<file path="config.mk">
export PLATFORM = sky130hd
export DESIGN_NAME = dibit_pixel_receiver_flat
export DESIGN_NICKNAME = d
export VERILOG_FILES = /design/src/rtl/dibit_pixel_receiver_if.sv /design/src/rtl/dibit_pixel_receiver.sv /design/src/flat_wrapper.sv
export SDC_FILE = /design/constraint.sdc
export NUM_CORES = 1
export LEC_CHECK = 0
export BUFFER_PORTS_ARGS = -buffer_cell sky130_fd_sc_hd__buf_2
export CORE_ASPECT_RATIO = 1.25
export CORE_UTILIZATION = 30
export DETAILED_ROUTE_END_ITERATION = 6
export PLACE_DENSITY = 0.56
export RECOVER_POWER = 25
export SYNTH_ARGS = -nofsm -noshare
export SYNTH_HDL_FRONTEND = slang
export SYNTH_SLANG_ARGS = --single-unit
</file>
<file path="constraint.sdc">
create_clock -name clk -period 4.1 [get_ports clk]
set_clock_uncertainty 0.15 [all_clocks]
set_input_delay 0.205 -clock clk [delete_from_list [all_inputs] [get_ports clk]]
set_output_delay 0.205 -clock clk [all_outputs]
set_load 0.02 [all_outputs]
</file>
<file path="src/rtl/dibit_pixel_receiver_if.sv">
// Dibit link plus frame-buffer write port of the pixel receiver.
interface dibit_pixel_receiver_if #(
    parameter int unsigned ADDR_WIDTH  = 24,
    parameter int unsigned PIXEL_WIDTH = 8
);
    logic                   axiiv;
    logic [1:0]             axiid;
    logic [PIXEL_WIDTH-1:0] pixel_out;
    logic [ADDR_WIDTH-1:0]  pixel_addr_out;
    logic                   pixel_valid;
    logic                   packet_done;
    logic                   frag_err;

    // Transmitter / stimulus side.
    modport master (
        output axiiv, axiid,
        input  pixel_out, pixel_addr_out, pixel_valid, packet_done, frag_err
    );

    // Receiver side.
    modport slave (
        input  axiiv, axiid,
        output pixel_out, pixel_addr_out, pixel_valid, packet_done, frag_err
    );
endinterface

</file>
<file path="src/rtl/dibit_pixel_receiver.sv">
// Reassembles an address + pixel packet from a 2-bit stream into BRAM writes.
module dibit_pixel_receiver #(
    parameter int unsigned ADDR_WIDTH  = 24,
    parameter int unsigned PIXEL_WIDTH = 8
) (
    input  logic                 clk,
    input  logic                 rst,
    dibit_pixel_receiver_if.slave bus
);
    localparam int unsigned ADDR_DIBITS = ADDR_WIDTH / 2;
    localparam int unsigned PIX_DIBITS  = PIXEL_WIDTH / 2;
    localparam int unsigned MAX_DIBITS  = (ADDR_DIBITS > PIX_DIBITS) ? ADDR_DIBITS : PIX_DIBITS;
    localparam int unsigned CNT_W       = $clog2(MAX_DIBITS + 1);
    localparam int unsigned ADDR_IW     = $clog2(ADDR_WIDTH);
    localparam int unsigned PIX_IW      = $clog2(PIXEL_WIDTH);

    typedef enum logic [1:0] {
        IDLE  = 2'd0,
        ADDR  = 2'd1,
        PIXEL = 2'd2
    } state_t;

    state_t                 state_q, state_d;
    logic [CNT_W-1:0]       cnt_q, cnt_d;
    logic [ADDR_WIDTH-1:0]  addr_sh_q, addr_sh_d;
    logic [PIXEL_WIDTH-1:0] pix_sh_q, pix_sh_d;
    logic [ADDR_WIDTH-1:0]  cur_addr_q, cur_addr_d;
    logic                   written_q, written_d;
    // Completed pixel waits one cycle so its strobe lines up with the end-of-packet pulse.
    logic                   pend_q, pend_d;
    logic [PIXEL_WIDTH-1:0] pend_data_q, pend_data_d;
    logic [ADDR_WIDTH-1:0]  pend_addr_q, pend_addr_d;
    logic [PIXEL_WIDTH-1:0] pixel_out_q, pixel_out_d;
    logic [ADDR_WIDTH-1:0]  pixel_addr_q, pixel_addr_d;
    logic                   pixel_valid_q, pixel_valid_d;
    logic                   done_q, done_d;
    logic                   err_q, err_d;

    // State and datapath registers.
    always_ff @(posedge clk or negedge rst) begin
        if (!rst) begin
            state_q       <= IDLE;
            cnt_q         <= '0;
            addr_sh_q     <= '0;
            pix_sh_q      <= '0;
            cur_addr_q    <= '0;
            written_q     <= 1'b0;
            pend_q        <= 1'b0;
            pend_data_q   <= '0;
            pend_addr_q   <= '0;
            pixel_out_q   <= '0;
            pixel_addr_q  <= '0;
            pixel_valid_q <= 1'b0;
            done_q        <= 1'b0;
            err_q         <= 1'b0;
        end else begin
            state_q       <= state_d;
            cnt_q         <= cnt_d;
            addr_sh_q     <= addr_sh_d;
            pix_sh_q      <= pix_sh_d;
            cur_addr_q    <= cur_addr_d;
            written_q     <= written_d;
            pend_q        <= pend_d;
            pend_data_q   <= pend_data_d;
            pend_addr_q   <= pend_addr_d;
            pixel_out_q   <= pixel_out_d;
            pixel_addr_q  <= pixel_addr_d;
            pixel_valid_q <= pixel_valid_d;
            done_q        <= done_d;
            err_q         <= err_d;
        end
    end

    // Next-state, field assembly and output strobes.
    always_comb begin
        state_d       = state_q;
        cnt_d         = cnt_q;
        addr_sh_d     = addr_sh_q;
        pix_sh_d      = pix_sh_q;
        cur_addr_d    = cur_addr_q;
        written_d     = written_q;
        pend_d        = 1'b0;
        pend_data_d   = pend_data_q;
        pend_addr_d   = pend_addr_q;
        pixel_valid_d = pend_q;
        pixel_out_d   = pend_q ? pend_data_q : pixel_out_q;
        pixel_addr_d  = pend_q ? pend_addr_q : pixel_addr_q;
        done_d        = 1'b0;
        err_d         = 1'b0;

        case (state_q)
            IDLE: begin
                if (bus.axiiv) begin
                    addr_sh_d      = '0;
                    addr_sh_d[1:0] = bus.axiid;
                    cnt_d          = CNT_W'(1);
                    state_d        = ADDR;
                end
            end
            ADDR: begin
                if (!bus.axiiv) begin
                    err_d   = 1'b1;
                    cnt_d   = '0;
                    state_d = IDLE;
                end else begin
                    addr_sh_d[ADDR_IW'({cnt_q, 1'b0}) +: 2] = bus.axiid;
                    if (cnt_q == CNT_W'(ADDR_DIBITS - 1)) begin
                        cur_addr_d = addr_sh_d;
                        written_d  = 1'b0;
                        cnt_d      = '0;
                        state_d    = PIXEL;
                    end else begin
                        cnt_d = cnt_q + CNT_W'(1);
                    end
                end
            end
            PIXEL: begin
                if (!bus.axiiv) begin
                    if ((cnt_q == '0) && written_q) begin
                        done_d = 1'b1;
                    end else begin
                        err_d = 1'b1;
                    end
                    cnt_d   = '0;
                    state_d = IDLE;
                end else begin
                    pix_sh_d[PIX_IW'({cnt_q, 1'b0}) +: 2] = bus.axiid;
                    if (cnt_q == CNT_W'(PIX_DIBITS - 1)) begin
                        pend_d      = 1'b1;
                        pend_data_d = pix_sh_d;
                        pend_addr_d = cur_addr_q;
                        cur_addr_d  = cur_addr_q + ADDR_WIDTH'(1);
                        written_d   = 1'b1;
                        cnt_d       = '0;
                    end else begin
                        cnt_d = cnt_q + CNT_W'(1);
                    end
                end
            end
            default: begin
                state_d = IDLE;
                cnt_d   = '0;
            end
        endcase
    end

    assign bus.pixel_out      = pixel_out_q;
    assign bus.pixel_addr_out = pixel_addr_q;
    assign bus.pixel_valid    = pixel_valid_q;
    assign bus.packet_done    = done_q;
    assign bus.frag_err       = err_q;
endmodule

</file>
<file path="src/flat_wrapper.sv">
// flat-port wrapper written by rule: the top's interface ports become plain ports
module dibit_pixel_receiver_flat 
#(
    parameter int unsigned ADDR_WIDTH  = 24,
    parameter int unsigned PIXEL_WIDTH = 8
)
  (clk, rst, bus_axiiv, bus_axiid, bus_pixel_out, bus_pixel_addr_out, bus_pixel_valid, bus_packet_done, bus_frag_err);
  dibit_pixel_receiver_if #(.ADDR_WIDTH(ADDR_WIDTH), .PIXEL_WIDTH(PIXEL_WIDTH)) bus_i ();
  input  logic clk;
  input  logic rst;
  input wire logic [$bits(bus_i.axiiv)-1:0] bus_axiiv;
  input wire logic [$bits(bus_i.axiid)-1:0] bus_axiid;
  output wire logic [$bits(bus_i.pixel_out)-1:0] bus_pixel_out;
  output wire logic [$bits(bus_i.pixel_addr_out)-1:0] bus_pixel_addr_out;
  output wire logic [$bits(bus_i.pixel_valid)-1:0] bus_pixel_valid;
  output wire logic [$bits(bus_i.packet_done)-1:0] bus_packet_done;
  output wire logic [$bits(bus_i.frag_err)-1:0] bus_frag_err;
  assign bus_i.axiiv = bus_axiiv;
  assign bus_i.axiid = bus_axiid;
  assign bus_pixel_out = bus_i.pixel_out;
  assign bus_pixel_addr_out = bus_i.pixel_addr_out;
  assign bus_pixel_valid = bus_i.pixel_valid;
  assign bus_packet_done = bus_i.packet_done;
  assign bus_frag_err = bus_i.frag_err;
  dibit_pixel_receiver #(.ADDR_WIDTH(ADDR_WIDTH), .PIXEL_WIDTH(PIXEL_WIDTH)) u_core (.clk(clk), .rst(rst), .bus(bus_i));
endmodule
</file>
Word-level counts from Yosys, hierarchy flattened
Cells that the tools add are included.
Cells by class
  add/sub/neg operators: 4
  eq/ne operators: 11
  shift operators: 4
  mux-type cells: 36
  reductions and logical operators: 10
Operators with widths (number)
  24-bit 2-to-1 mux: 6
  24-bit case mux with 2 select lines: 2
  24-bit by 1-bit adder with 24-bit output, second input constant: 1
  24-bit bitwise mux: 1
  2-bit by 7-bit variable shift with 24-bit output, first input constant: 1
  2-bit by 7-bit variable part select with 24-bit output: 1
  4-bit 2-to-1 mux: 5
  1-bit 2-to-1 mux: 13
  4-bit case mux with 3 select lines: 1
  3-bit AND reduction: 3
  8-bit bitwise mux: 1
  2-bit 2-to-1 mux: 4
  2-bit != test, second input constant: 4
  2-bit by 5-bit variable shift with 8-bit output, first input constant: 1
  2-bit by 5-bit variable part select with 8-bit output: 1
  5-bit negator with 7-bit output: 1
  2-bit case mux with 3 select lines: 1
  3-bit negator with 5-bit output: 1
  5-bit AND reduction: 1
  4-bit by 1-bit adder with 4-bit output, second input constant: 1
  4-bit by 2-bit equality test with 1-bit output, second input constant: 1
  4-bit equality test, second input constant: 1
  4-bit logical NOT: 1
  2-bit by 1-bit != test with 1-bit output, second input constant: 2
  other kinds (8): 10
Word-level totals
  register bits: 131
  input bits: 5
  output and inout port bits: 35

Logic depth before layout (Yosys ltp)
Gate-level depths: netlist of run 1.
  depth after elaboration: 6
  gate-level depth with buffers: 9
  gate-level depth less buffers: 7

Worst setup path before layout of run 1
Ideal clock, no wire load.
  path kind: reg2reg
  start: reg u_core.cnt_q[0]
  end: reg u_core.cur_addr_q[8]
  setup time: 0.123 ns
  data arrival time: 2.247 ns
  required time: 3.827 ns
  path slack: 1.580 ns
  cell stages (with the launch flop): 8
  period minus slack after synthesis: 2.520 ns
  cell sequence: dfrtp_1 > clkbuf_1 > inv_1 > ha_1 > nor2_1 > a21boi_1 > mux2_2 > o221a_2
Between the ends
  word-level cells in the longest chain between the ends: 6
RTL lines
  from (decl): line dibit_pixel_receiver.sv:24  | logic [CNT_W-1:0] cnt_q, cnt_d;
  from (signal assigned): line dibit_pixel_receiver.sv:58  | cnt_q <= cnt_d;
  5-bit negator with 7-bit output: line dibit_pixel_receiver.sv:106  | addr_sh_d[ADDR_IW'({cnt_q, 1'b0}) +: 2] = bus.axiid;
  2-bit by 7-bit variable part select with 24-bit output / 2-bit by 7-bit variable shift with 24-bit output (equally long branches): line dibit_pixel_receiver.sv:106
  24-bit bitwise mux: line dibit_pixel_receiver.sv:106
  24-bit 2-to-1 mux: line dibit_pixel_receiver.sv:107  | if (cnt_q == CNT_W'(ADDR_DIBITS - 1)) begin
  24-bit 2-to-1 mux: line dibit_pixel_receiver.sv:101  | if (!bus.axiiv) begin
  24-bit case mux with 2 select lines: line dibit_pixel_receiver.sv:91  | case (state_q)
  to (signal assigned): line dibit_pixel_receiver.sv:61  | cur_addr_q <= cur_addr_d;
  to (decl): line dibit_pixel_receiver.sv:27  | logic [ADDR_WIDTH-1:0] cur_addr_q, cur_addr_d;
Several ways; a longest one is shown, not always the timed one. The select of a mux whose other input is x is not followed.
A chain may end at the register's enable or synchronous reset.

Final worst setup path of run 1
  start: reg u_core.state_q[0]
  end: reg u_core.written_q
RTL lines
  from (decl): line dibit_pixel_receiver.sv:23  | state_t state_q, state_d;
  from (signal assigned): line dibit_pixel_receiver.sv:57  | state_q <= state_d;
  2-bit equality test / 2-bit by 1-bit equality test with 1-bit output (equally long branches): line dibit_pixel_receiver.sv:91
  1-bit case mux with 2 select lines (*): line dibit_pixel_receiver.sv:91
  via u_core.written_d: line dibit_pixel_receiver.sv:28  | logic written_q, written_d;
  to (signal assigned): line dibit_pixel_receiver.sv:62  | written_q <= written_d;
  to (decl): line dibit_pixel_receiver.sv:28
Mark *: on every way through the listed nets, which the timed path passes. The rest lies on a longest branch.

==> flow_summary.toml, run 1 <==
[run_status]
outcome = "complete, but fails checks"
violations = "capacitance limit, slew limit"

[power]
internal-power_mw = 2.621
power_frac_seq_pct = 39.4
power_density_nw_per_um2 = 516.2
power_mw = 3.874
p_clk_share_pct = 38.0
pwr-share-comb_pct = 22.5
switching_share_pct = 32.34
vdd_drop_max_uv = 251.9
p_leak_nw = 3.492
switchingPower_mw = 1.253

[synth]
synth_fa_ha_area_share_pct = 2.128
yosys.area_share.simple_pct = 18.90
syn_nets = 666
synth_compound_area_share_pct = 14.26
synth_top_family_by_area = "simple AND/OR/NAND/NOR gates"
synth_mux_area_share_pct = 9.983
yosys.area_share.xor_xnor_pct = 0.2708
synth.avg_cell_area_sq_um = 9.950
synthCells = 650
ys_types = 62
synth_edf_count = 0
ys_warn_count = 0
ys.flop_type = "dfrtp_1"
ys_ff_latch = 131
synth_area_sq_um = 6467
seq_area_frac_synth_pct = 50.69
async_flop_share_pct = 100.0

[sta]
relSlewSlack_pct = -23.57
rsz0062_at_grt = "false"
fmax_mhz = 331.8
finalSetupViolCount = 0
tightest_slew_ns = 1.854
min_period_over_period_pct = 73.50
fin_setup_tns_ns = 0
timing.final.max_slew_violations = 72
final_hold_viol_count = 0
holdWs_ns = 0.1072
setup_slack_ns = 1.087
finalCriticalPeriod_ns = 3.013

[final_layout]
fillers = 2174
diodes = 0
syn2layout_area_growth_pct = 16.04
final_util_pct = 35.80
fin_area_sq_um = 7505
stdcell_count = 967
fin_nets = 696
drive_gt1_share_pct = 19.48

[grt]
first_global_vias = 4685
grt_max_degree = 72
gr-total-overflow = 0
grt_pass1_wl_mm = 25.00
antenna_found_initial = 0
grt_util_all_layers_pct = 14.38

[clocking]
cts.sinks = 131
cts_root_buffer = "clkbuf_16"
clk_pin_slew_ns = 0.06
cts_setup_buffers = 0
ctsResizeCount = 0
cts_buffers = 17
tritoncts = "yes"
clock_path_buffers = 2
htreeDepth = 4
clkLatencyLatePin_ns = 0.41

[floorplanning]
start_util_pct = 30.85
row_count = 59
die_h_um = 166.2
io_pins = 40
die_x_um = 133.3
core_sq_um = 20970
dieArea_sq_um = 22150

[worst_hold_path]
min_path_type = "input port to flop"
hold_path.startpoint = "bus_axiid[0]"
min_to = "u_core.addr_sh_q[0]$_DFFE_PN0P_"
hold_depth = 2

[setup_path]
reg2reg_depth = 6
crit_required_ns = 4.28
reg2reg_setup_slack_ns = 1.09
r2r-end = "u_core.written_q$_DFFE_PN0P_"
crit_fanout = 25
criticalPathCategory = "flop to flop"
r2r-start = "u_core.state_q[0]$_DFFE_PN0P_"
crit_path_end_kind = "flop"
start_kind = "flop"
arrival_ns = 3.20

[place]
place_area_sq_um = 6914
dp_hpwl_mm = 10.42
gp_congestion = 0.8239
dp_cells = 933
dp_slack_ns = 1.099
io_buffers = 39

[route]
drc_errors = 0
num_vias = 4835
routedWlPerCell_um = 15.78
drtPass1Iterations = 4
vias_per_cell = 5.000
drtIter0Drc = 318
wl_mm = 15.26
drtAntennaViolNets = 0

[run]
cap_violations = 1
[sequential cells by signal, summed over array words and instances, names as in the netlist]
name	flops
u_core.addr_sh_q	24
u_core.bus.frag_err	1
u_core.bus.packet_done	1
u_core.bus.pixel_addr_out	24
u_core.bus.pixel_out	8
u_core.bus.pixel_valid	1
u_core.cnt_q	4
u_core.cur_addr_q	24
u_core.pend_addr_q	24
u_core.pend_data_q	8
u_core.pend_q	1
u_core.pix_sh_q	8
u_core.state_q	2
u_core.written_q	1
[cell usage after synthesis, types with 5 or more instances]
| master | n | area, sq um |
|---|---|---|
| ha_1 | 11 | 137.6 |
| and4_1 | 5 | 43.79 |
| a21o_1 | 6 | 45.04 |
| o22ai_1 | 14 | 87.58 |
| nand2_1 | 119 | 446.7 |
| nand3b_1 | 6 | 45.04 |
| a31oi_1 | 6 | 37.54 |
| nor2b_1 | 8 | 50.05 |
| buf_2 | 9 | 45.04 |
| nand3_1 | 23 | 115.1 |
| dfrtp_1 | 131 | 3278 |
| nand4_1 | 8 | 50.05 |
| and2_1 | 13 | 81.33 |
| a211oi_1 | 9 | 67.56 |
| nor3b_1 | 5 | 37.54 |
| mux2_2 | 42 | 473.0 |
| inv_1 | 22 | 82.58 |
| and3_1 | 11 | 68.82 |
| a21oi_1 | 26 | 130.1 |
| o21ai_0 | 29 | 145.1 |
| nor2_1 | 33 | 123.9 |
| clkbuf_1 | 21 | 78.83 |
| buf_1 | 5 | 18.77 |
| mux2i_1 | 15 | 150.1 |
[metal layers]
metal	vias up	part of all wire [%]	routed length (um)	global-route usage (%)
met5	-	0	0	0
met4	0	2.3	348	6.374
met3	26	3.1	479	3.327
met2	90	49	7509	23.21
met1	2360	45	6927	18.24
li1	2359	-	-	-
[worst max-delay path, stage by stage, from the launching register on]
cell,delay [ns]
dfrtp_1,0.42
inv_1,0.10
ha_1,0.32
and2_1,0.41
nand3_1,0.66
inv_2,0.66
a2bb2oi_1,0.21
[cell families after synthesis]
group | Yosys count
and+or+nand+nor | 254
AOI/OAI and AO/OA | 133
xor gates and xnor gates | 2
buffers and inverters | 60
DFF | 131
adders and majority gates | 11
muxes | 59
[placed cells by master (no fill, tap or decap), types with 8 or more instances in the layout]
master       n
dfrtp_1    131
nand2_1    119
mux2_2      42
buf_2       34
nor2_1      33
o21ai_0     29
a21oi_1     26
nand3_1     23
inv_1       22
clkbuf_16   17
mux2i_1     15
o22ai_1     14
and2_1      13
and3_1      11
ha_1        11
a211oi_1     9
nand4_1      8
nor2b_1      8
[power by group through the flow]
stage / clock, mW / sequential (mW) / combinational, mW
floorplan: 0 / 1.49 / 0.675
global placement: 0 / 1.55 / 0.876
detailed placement: 0 / 1.55 / 0.878
CTS: 1.51 / 1.52 / 0.883
global route: 1.57 / 1.54 / 0.976
finish: 1.47 / 1.53 / 0.873
[cell type report]
| cell class | instances | area (sq um) | share of cell area, % |
|---|---|---|---|
| Clock buffer | 21 | 480.5 | 6.402 |
| Clock inverter | 11 | 101.3 | 1.350 |
| Inverter | 23 | 86.33 | 1.150 |
| Multi-Input combinational cell | 459 | 2953 | 39.35 |
| Sequential cell | 131 | 3278 | 43.68 |
| Tap cell | 274 | 342.8 | 4.568 |
| Timing Repair Buffer | 48 | 262.8 | 3.501 |
[worst max-delay path by stage]
stage               cells past startpoint  slack, ns                          start                          endpoint
finish                                  6       1.09  u_core.state_q[0]$_DFFE_PN0P_      u_core.written_q$_DFFE_PN0P_
CTS                                     6       1.08  u_core.state_q[0]$_DFFE_PN0P_      u_core.written_q$_DFFE_PN0P_
global route                            6       0.85  u_core.state_q[0]$_DFFE_PN0P_      u_core.written_q$_DFFE_PN0P_
global placement                        6       1.24    u_core.cnt_q[0]$_DFFE_PN0P_  u_core.cur_addr_q[5]$_DFFE_PN0P_
detailed placement                      6       1.10  u_core.state_q[0]$_DFFE_PN0P_      u_core.written_q$_DFFE_PN0P_
floorplan                               7       1.58    u_core.cnt_q[0]$_DFFE_PN0P_  u_core.cur_addr_q[8]$_DFFE_PN0P_
[timing repair]
action                                  4_1_cts  5_1_grt
hold buffers                                  2        0
endpoints found under the hold margin        71        0
endpoints found under the setup margin        0        0
Power figures use the tool's default switching activity.
==> inputs of run 2 (changes only) <==
clock period = 3.1 ns   (was 4.1 ns; I/O delays follow)
==> flow_summary.toml, run 2 (synthesis results as in run 1) <==
[sta]
fmax_mhz = 362.5
finalCriticalPeriod_ns = 2.759
relSlewSlack_pct = -21.08
rsz0062_at_grt = "false"
timing.final.max_slew_violations = 99
tightest_slew_ns = 1.816
fin_setup_tns_ns = 0
min_period_over_period_pct = 88.99
final_hold_viol_count = 0
finalSetupViolCount = 0
holdWs_ns = 0.04687

[power]
vdd_drop_max_uv = 417.0
power_mw = 5.099
power_density_nw_per_um2 = 676.7
p_leak_nw = 3.511

[final_layout]
fin_nets = 700
fin_area_sq_um = 7535
syn2layout_area_growth_pct = 16.50
layout_commonest_cell = "dfrtp_1"
final_cell_mix = "dfrtp_1, nand2_1, mux2_2"
diodes = 0
drive_gt1_share_pct = 19.68
final_util_pct = 35.94

[run]
cap_violations = 2

[setup_path]
arrival_ns = 2.89
crit_fanout = 16
crit_required_ns = 3.23
start_kind = "flop"
crit_path_end_kind = "flop"
criticalPathCategory = "flop to flop"

[clocking]
cts_buffers = 17
htreeDepth = 4
clock_path_buffers = 2
tritoncts = "yes"
cts_root_buffer = "clkbuf_16"
clk_pin_slew_ns = 0.06
clkLatencyLatePin_ns = 0.42
ctsResizeCount = 0
cts.sinks = 131
cts_setup_buffers = 0

[route]
wl_mm = 15.45
drtIter0Drc = 355
num_vias = 4835
drtPass1Iterations = 6
drtAntennaViolNets = 0
routedWlPerCell_um = 15.93
drc_errors = 0
vias_per_cell = 4.985

[place]
gp_congestion = 0.8298
place_area_sq_um = 6969
io_buffers = 39
dp_hpwl_mm = 10.64

[floorplanning]
dieArea_sq_um = 22150
core_sq_um = 20970
die_h_um = 166.2
io_pins = 40
die_x_um = 133.3
row_count = 59
start_util_pct = 30.85

[grt]
first_global_vias = 4718
antenna_found_initial = 0
grt_pass1_wl_mm = 25.07
grt_util_all_layers_pct = 14.53
gr-total-overflow = 0
grt_max_degree = 70

[run_status]
violations = "capacitance limit, slew limit"
outcome = "complete, but fails checks"

[worst_hold_path]
min_path_type = "input port to flop"
-- run 2: cell type report --
cell class                      instances  area, sq um
Sequential cell                       131         3278
Clock buffer                           23        478.0
Clock inverter                          8        78.83
Multi-Input combinational cell        459         2953
Fill cell                            2162        13430
Timing Repair Buffer                   52        317.8
Inverter                               23        86.33
Tap cell                              274        342.8
-- run 2: worst max-delay path: stages, from the launching register on --
cell     delay (ns)
dfrtp_1        0.54
inv_1          0.18
ha_1           0.43
or3b_2         0.54
o21ai_1        0.23
nand2_1        0.21
a21oi_1        0.22
o32ai_1        0.12
-- run 2: worst paths after layout --
path | from | to | slack [ns] | cells after the start
max | u_core.cnt_q[1]$_DFFE_PN0P_ | u_core.addr_sh_q[11]$_DFFE_PN0P_ | 0.34 | 7
min | bus_axiid[0] | u_core.addr_sh_q[8]$_DFFE_PN0P_ | 0.05 | 2
max reg2reg | u_core.cnt_q[1]$_DFFE_PN0P_ | u_core.addr_sh_q[11]$_DFFE_PN0P_ | 0.34 | 7
min reg2reg | u_core.pend_addr_q[12]$_DFFE_PN0P_ | u_core.pend_addr_q[12]$_DFFE_PN0P_ | 0.32 | 2
max in group asynchronous | rst | u_core.addr_sh_q[11]$_DFFE_PN0P_ | 1.10 | 3
min in group asynchronous | rst | u_core.written_q$_DFFE_PN0P_ | 0.60 | 2
-- run 2: stage by stage --
stage          instances  worst slack [ns]
2_1_floorplan        650            0.5801
5_1_grt              970            0.2095
6_report             970            0.3414
3_5_place_dp         937            0.4220
4_1_cts              970            0.4097
3_3_place_gp         937            0.4753
-- run 2: timing repair --
item | in CTS | in global routing
hold endpoints to repair | 71 | 0
hold buffers | 2 | 0
setup endpoints to repair | 0 | 0
-- run 2: layer usage --
| layer | wire length (um) | global-route usage (%) | vias up |
|---|---|---|---|
| met5 | 0 | 0 | - |
| li1 | - | - | 2366 |
| met1 | 6964 | 18.01 | 2393 |
| met3 | 477 | 2.869 | 9 |
| met2 | 7861 | 24.64 | 67 |
| met4 | 144 | 5.731 | 0 |
-- run 2: report_power, final --
part / switching, mW / internal [mW] / total (mW)
registers: 0.142 / 1.85 / 2.00
logic: 0.765 / 0.457 / 1.22
clock network: 0.723 / 1.16 / 1.88
